[src/rtl/cache_fill_fsm.sv]
// Cache-miss line-fill controller.
// On a miss it latches the line base address, issues one word read per cycle
// for the whole line, counts memory returns (which may be gapped and may
// overlap issue), writes each returned word into the data array and installs
// the tag together with the final word. fsm_busy stalls the cpu meanwhile.
module cache_fill_fsm #(
  parameter int LINE_WORDS = 8,   // 16-bit words per line, power of two 2..16
  parameter int IDX_W      = 3,   // log2(LINE_WORDS)
  parameter int ADDR_W     = 16   // byte address width
) (
  input  logic              clk,
  input  logic              rst_n,
  input  logic              miss_detected,
  input  logic [ADDR_W-1:0] miss_address,
  input  logic              memory_data_valid,
  input  logic [15:0]       memory_data,
  output logic              fsm_busy,
  output logic              mem_en,
  output logic [ADDR_W-1:0] memory_address,
  output logic              write_data_array,
  output logic              write_tag_array,
  output logic [IDX_W-1:0]  fill_word,
  output logic [15:0]       fill_data,
  output logic [ADDR_W-1:0] fill_line_addr
);

  typedef enum logic {
    IDLE = 1'b0,
    FILL = 1'b1
  } state_t;

  // The issue counter needs one extra bit so it can hold LINE_WORDS,
  // meaning "every request of this line has been issued".
  localparam logic [IDX_W:0]    LINE_CNT  = (IDX_W+1)'(LINE_WORDS);
  localparam logic [IDX_W-1:0]  LAST_IDX  = IDX_W'(LINE_WORDS - 1);
  // A line spans 2*LINE_WORDS bytes; clearing these bits gives the line base.
  localparam logic [ADDR_W-1:0] LINE_MASK = ~ADDR_W'(2 * LINE_WORDS - 1);

  state_t              state, state_next;
  logic [IDX_W:0]      issue_cnt, issue_next;
  logic [IDX_W-1:0]    recv_cnt, recv_next;
  logic [ADDR_W-1:0]   base, base_next;

  // State, counters and latched line base.
  always_ff @(posedge clk or negedge rst_n) begin
    if (!rst_n) begin
      state     <= IDLE;
      issue_cnt <= '0;
      recv_cnt  <= '0;
      base      <= '0;
    end else begin
      // NOTE: non-blocking assignments so every register samples pre-edge values.
      state     <= state_next;
      issue_cnt <= issue_next;
      recv_cnt  <= recv_next;
      base      <= base_next;
    end
  end

  // Next-state logic and combinational outputs.
  always_comb begin
    // NOTE: every signal gets a default first so no path can infer a latch.
    state_next       = state;
    issue_next       = issue_cnt;
    recv_next        = recv_cnt;
    base_next        = base;
    fsm_busy         = 1'b0;
    mem_en           = 1'b0;
    memory_address   = '0;
    write_data_array = 1'b0;
    write_tag_array  = 1'b0;
    fill_word        = '0;
    fill_data        = '0;
    fill_line_addr   = '0;

    case (state)
      IDLE: begin
        // Returns arriving here belong to an aborted fill and are dropped.
        if (miss_detected) begin
          base_next  = miss_address & LINE_MASK;
          issue_next = '0;
          recv_next  = '0;
          state_next = FILL;
        end
      end

      FILL: begin
        fsm_busy       = 1'b1;
        fill_line_addr = base;

        // Requests go out back-to-back, independent of returns. The base is
        // line-aligned, so adding the word offset never carries out of the line.
        if (issue_cnt < LINE_CNT) begin
          mem_en         = 1'b1;
          memory_address = base + ADDR_W'({issue_cnt, 1'b0});
          issue_next     = issue_cnt + (IDX_W+1)'(1);
        end

        // Only valid returns advance the receive count, never idle cycles.
        if (memory_data_valid) begin
          write_data_array = 1'b1;
          fill_word        = recv_cnt;
          fill_data        = memory_data;
          recv_next        = recv_cnt + IDX_W'(1);
          if (recv_cnt == LAST_IDX) begin
            write_tag_array = 1'b1;
            state_next      = IDLE;
          end
        end
      end

      default: state_next = IDLE;
    endcase
  end

endmodule
[config.mk]
export PLATFORM = sky130hd
export DESIGN_NAME = cache_fill_fsm
export DESIGN_NICKNAME = d
export VERILOG_FILES = /design/src/rtl/cache_fill_fsm.sv
export SDC_FILE = /design/constraint.sdc
export NUM_CORES = 1
export LEC_CHECK = 0
export BUFFER_PORTS_ARGS = -buffer_cell sky130_fd_sc_hd__buf_4
export CELL_PAD_IN_SITES_DETAIL_PLACEMENT = 0
export CELL_PAD_IN_SITES_GLOBAL_PLACEMENT = 1
export CORE_MARGIN = 1
export CORE_UTILIZATION = 29
export DETAILED_ROUTE_END_ITERATION = 12
export GPL_TIMING_DRIVEN = 1
export PLACE_DENSITY_LB_ADDON = 0.2
export SLEW_MARGIN = 20
export SYNTH_ARGS = -nofsm -noshare
export SYNTH_HDL_FRONTEND = slang
export SYNTH_SLANG_ARGS = --single-unit
[constraint.sdc]
create_clock -name clk -period 1.8 [get_ports clk]
set_clock_uncertainty 0.1 [all_clocks]
set_input_delay 0.18 -clock clk [delete_from_list [all_inputs] [get_ports clk]]
set_output_delay 0.18 -clock clk [all_outputs]
set_load 0.02 [all_outputs]
==> results.cfg, run 1 <==
[sta]
setup-violations-final = 0
finalCriticalPeriod_ps = 1672
rsz_0062_raised_after_global_routing = no
fmax_ghz = 0.5982
timing_hold_violations_final = 0
final.hold.worst_slack_ps = 47.05
tcrit_tclk_final_pct = 92.87
tns_ps = 0
drv_slew = 0

[routing]
drtPass1Iterations = 4
number_of_nets_with_antenna_violations_after_routing = 0
viasPerCell = 4.427
drt_iter0_drc = 37
via_count = 1129
wire_per_inst_um = 12.16
drt_wl_total_mm = 3.102
drc_errors = 0

[floorplan]
die_width_um = 69.60
num_rows = 24
core_area_mm2 = 0.004384
ios = 91
die_h_um = 69.60
initial_core_util_pct = 30.22
die_area_mm2 = 0.004843

[setup_path]
timing.critical_path.from_type = register
worst-endpoint-required_ps = 1520
worstReg2RegStart = recv_cnt[0]
timing.critical_path.to_type = output pin
cp_max_fo = 4
timing.critical_path.slowest_stage_cell = dfrtp_1
regToRegSetupSlack_ps = 230
cp_top_family = flip-flops
critPathMaxStageDelay_ps = 410
series_of_cell_instances_along_the_critical_path = ha_1, ha_1, and3_1, buf_4
cp_num_buf_inv = 1
worst-setup-path-type = reg -> out
reg2regPathDepth = 4
arrival_ps = 1390
crit_path_frequent_cell = ha_1
r2r-end = recv_cnt[2]

[clock_network]
h-tree-depth = 1
clock_latency_ps = 250
cts_made_buffers = 3
post_cts_setup_repair_buffer_count = 0
cts_buffer_depth = 2
clk_root_buffer_cell = clkbuf_8
clock_pin_transition_on_the_worst_setup_and_hold_timing_paths_ps = 70
tritoncts_num_sinks = 20
cts_tree = built

[yosys]
yosys.cell_types.count = 28
synthDominantCellAreaShare_pct = 37.77
synthesis.area_mm2 = 0.001325
post-synth-top-count-cell = and2_1
synthTopCellsByArea = dfrtp_1 (38%), and2_1 (13%), mux2_4 (11%), and3_1 (9.4%), buf_4 (4.0%)
syn-mean-instance-area_um2 = 10.43
synth_sequential_area_ratio_pct = 37.77
synthTopCellsByCount = and2_1 (28), and3_1 (20), dfrtp_1 (20)
postSynthCellCount = 127
synth_seq_cells = 20
synth_enable_flop_cells = 0
ys_warn_count = 0
synth_largest_area_cell = dfrtp_1
synthFlopType = dfrtp_1
ys_async_sr_fraction_pct = 100.0

[placed_design]
io_buffer_count = 81
dpl_cell_area_mm2 = 0.001921
place.gp.congestion = 0.7119
detailed_place_hpwl_mm = 2.363

[power_and_ir_drop]
sequential_power_share_pct = 28.6
total_power_mw = 2.911
power-per-cell-area_mw_per_mm2 = 1462
cell_internal_pwr_mw = 1.768
vdd_drop_max_mv = 0.6853
power.share.combinational_pct = 60.0
clkPwrFrac_pct = 11.5
power.switching_mw = 1.143
cellLeakagePower_nw = 1.102
switching_fraction_pct = 39.28

[grt]
first_global_vias = 1007
grt_usage_pct = 12.40
maximum_number_of_pins_on_one_net_before_global_route_repair = 33
grt_first_pass_wirelength_mm = 4.871
overflow = 0
initial_antenna_violation_count = 0

[hold_path]
hold-path-endpoint = base[15]
class_of_the_worst_hold_path = in -> reg
hold_path_startpoint = miss_address[15]
number_of_stages_on_the_worst_hold_path = 2

[final_layout]
fillerInstances = 440
drive_above_1_share_pct = 49.26
n_antenna_cell = 0
finalInstanceArea_mm2 = 0.001991
area_growth_syn_to_layout_pct = 50.24
final-seq-area_um2 = 500.5
nets = 243
multi_input_area_um2 = 733.2

[status]
outcome = complete, no violations

[flow_run]
drv_cap = 0
registers in the layout (all words and copies together) (netlist names):
register   cells
base          12
issue_cnt      4
recv_cnt       3
state          1
kinds of logic (layout without fill, tap and decap cells):
group / count (synthesis) / in the layout / synth area share [%]
AOI/OAI and AO/OA: 5 / 5 / 3.116
xor gates and xnor gates: 2 / 2 / 1.322
adders and majority gates: 3 / 3 / 2.833
buffers and inverters: 17 / 89 / 8.403
DFF: 20 / 20 / 37.77
muxes: 17 / 17 / 16.90
other: 1 / 5 / 0.2830
and+or+nand+nor: 62 / 62 / 29.37
repair_timing:
action,in CTS,in global routing
resized for setup,1,0
hold buffers,1,0
endpoints found under the setup margin,15,0
endpoints found under the hold margin,20,0
cell usage in the layout, fill, tap and decap left out:
master | synthesis | layout
buf_4 | 7 | 83
and2_1 | 28 | 28
and3_1 | 20 | 20
dfrtp_1 | 20 | 20
mux2_4 | 10 | 10
conb_1 | 1 | 5
mux2i_1 | 4 | 4
clkbuf_8 | 0 | 4
nand2_1 | 3 | 3
nand2b_1 | 3 | 3
ha_1 | 3 | 3
nor2_1 | 2 | 2
o221ai_1 | 2 | 2
mux2_1 | 2 | 2
nor3b_1 | 2 | 2
a21o_1 | 2 | 2
nor2b_4 | 0 | 1
nor2b_1 | 1 | 1
nand4bb_1 | 1 | 1
and2b_4 | 1 | 1
a22o_1 | 1 | 1
mux2_2 | 1 | 1
xor2_1 | 1 | 1
xnor2_1 | 1 | 1
inv_1 | 1 | 1
dlygate4sd3_1 | 0 | 1
power groups by stage:
stage          Clock (mW)  Combinational, mW  Sequential, mW
6_report            0.333               1.75           0.831
5_1_grt             0.364               1.88           0.863
4_1_cts             0.352               1.77           0.834
3_5_place_dp            0               1.76           0.840
3_3_place_gp            0               1.73           0.826
2_1_floorplan           0               1.19           0.787
per-layer routing:
layer  vias up  routed length (um)  global-route usage (%)
li1        567                   -                       -
met1       538                1339                   15.53
met2        22                1617                   21.25
met3         2                 111                   2.471
met4         0                  34                   4.082
met5         -                   0                       0
final cells by class:
class,instances,area share (%)
Tap cell,52,3.268
Multi-Input combinational cell,94,36.83
Inverter,1,0.1886
Clock buffer,4,2.766
Sequential cell,20,25.14
Timing Repair Buffer,84,31.80
per-stage QoR:
| step | util [%] | cells | setup slack [ps] |
|---|---|---|---|
| final | 45.41 | 255 | 128.4 |
| after global routing | 45.41 | 255 | 39.51 |
| after CTS | 45.41 | 255 | 108.0 |
| after detailed placement | 43.81 | 250 | 228.1 |
| after global placement | 43.81 | 250 | 264.8 |
| after floorplan | - | 131 | 269.2 |
how the worst max path moves through the flow:
stage / start / endpoint / cells past startpoint
after floorplan: state / memory_address[10] / 4
after global placement: recv_cnt[0] / recv_cnt[2] / 4
after detailed placement: recv_cnt[0] / recv_cnt[2] / 4
after CTS: recv_cnt[0] / write_tag_array / 4
after global routing: issue_cnt[3] / memory_address[1] / 3
final: recv_cnt[0] / write_tag_array / 4
Power figures use the tool's default switching activity.
==> run 2: changes to the inputs <==
Settings changed: CORE_UTILIZATION 29 to 30.
Clock period 1.8 ns to 2 ns, I/O delays scaled along.
==> run 2 against run 1 <==
First-iteration DRC count is 65% lower. Non-clock buffer count is the same. Clock power is 9.6% lower. Cell count fell by 0.78%.
==> results.cfg, run 2 (synthesis results as in run 1) <==
[routing]
drc_errors = 0
wire_per_inst_um = 12.49
number_of_nets_with_antenna_violations_after_routing = 0
drt_wl_total_mm = 3.161
via_count = 1163
drt_iter0_drc = 13
drtPass1Iterations = 4
viasPerCell = 4.597

[power_and_ir_drop]
power.share.combinational_pct = 59.7
power.switching_mw = 1.040
power-per-cell-area_mw_per_mm2 = 1324
switching_fraction_pct = 39.61
total_power_mw = 2.625
sequential_power_share_pct = 28.8
clkPwrFrac_pct = 11.5
cell_internal_pwr_mw = 1.585
cellLeakagePower_nw = 1.096
vdd_drop_max_mv = 0.6734

[clock_network]
hold_buf_count_cts = 1
tritoncts_num_sinks = 20
postCtsResizedCells = 0
clk_root_buffer_cell = clkbuf_8
clock_pin_transition_on_the_worst_setup_and_hold_timing_paths_ps = 70
clock_latency_ps = 250
h-tree-depth = 1
cts_tree = built
post_cts_setup_repair_buffer_count = 0
cts_buffer_depth = 2
cts_made_buffers = 3

[final_layout]
nets = 243
drive_above_1_share_pct = 49.26
reg_top3 = base: 12 flops, issue_cnt: 4 flops, recv_cnt: 3 flops
n_antenna_cell = 0
largest_register_ffs = 12
layout.core_utilization_pct = 48.19
registers.top_by_ff_count = base
final_common_cell = buf_4
area_growth_syn_to_layout_pct = 49.67
layout_common_cells = buf_4 (83), and2_1 (28), and3_1 (20), dfrtp_1 (20), mux2_4 (10)

[sta]
tns_ps = 0
max_slew.worst_pin.slew_ps = 561.1
tcrit_tclk_final_pct = 93.47
fmax_ghz = 0.5349
finalCriticalPeriod_ps = 1869
setup-violations-final = 0
drv_slew = 0
timing_hold_violations_final = 0
rsz_0062_raised_after_global_routing = no
headroom_to_the_max_slew_limit_pct = 62.43

[floorplan]
initial_core_util_pct = 32.20
num_rows = 23
ios = 91
core_area_mm2 = 0.004115
die_h_um = 68.46
die_width_um = 68.46
die_area_mm2 = 0.004687

[grt]
first_global_vias = 1047
grt_first_pass_wirelength_mm = 4.781
maximum_number_of_pins_on_one_net_before_global_route_repair = 32
grt_usage_pct = 13.92
overflow = 0
initial_antenna_violation_count = 0

[status]
outcome = complete, no violations

[setup_path]
timing.critical_path.to_type = output pin
arrival_ps = 1570
worst-setup-path-type = reg -> out
cp_max_fo = 16
timing.critical_path.from_type = register
worst-endpoint-required_ps = 1700

[placed_design]
io_buffer_count = 81
place.gp.congestion = 0.7173

[flow_run]
drv_cap = 0

[hold_path]
class_of_the_worst_hold_path = in -> reg
## run 2: per-stage QoR
stage	worst slack [ps]	hold WS [ps]	cells	area [um2]
floorplan	449.2	-195.6	131	1340
global placement	439.7	-6.182	248	1918
detailed placement	406.3	-3.697	248	1918
CTS	114.3	61.90	253	1983
global route	32.17	62.01	253	1983
finish	130.5	71.24	253	1983
## run 2: worst max-delay path: stages (launching register included)
cell and delay, ps:
dfrtp_1 470, nor2b_2 500, and2_1 210, buf_4 140
## run 2: final timing paths
check                            startpoint                  to  slack (ps)  depth (start not counted)
hold reg to reg                    base[14]            base[14]         420                          1
setup / recovery               issue_cnt[3]  memory_address[13]         130                          3
hold / removal             miss_address[11]            base[11]          70                          2
setup reg to reg                recv_cnt[0]         recv_cnt[2]         410                          4
min in group asynchronous             rst_n            base[13]         260                          2
max in group asynchronous             rst_n         recv_cnt[2]        1330                          2
## run 2: per-layer routing
| metal | up-vias | GRT usage, % | share of wire, % |
|---|---|---|---|
| li1 | 567 | - | - |
| met1 | 531 | 15.12 | 40 |
| met2 | 61 | 25.37 | 48 |
| met3 | 4 | 4.167 | 11 |
| met4 | 0 | 4.688 | 1.4 |
| met5 | - | 0 | 0 |
## run 2: power groups by stage
stage	Sequential (mW)	Combinational (mW)	Clock (mW)
2_1_floorplan	0.708	1.07	0
3_3_place_gp	0.746	1.56	0
3_5_place_dp	0.764	1.58	0
4_1_cts	0.762	1.59	0.318
5_1_grt	0.796	1.69	0.331
6_report	0.756	1.57	0.301
## run 2: cell type report
class                      count  area, um2
tap                           50      62.56
inverter                       1      3.754
fill                         389       2132
timing repair buffer          84      633.1
sequential                    20      500.5
multi-input combinational     94      728.2
clock buffer                   4      55.05
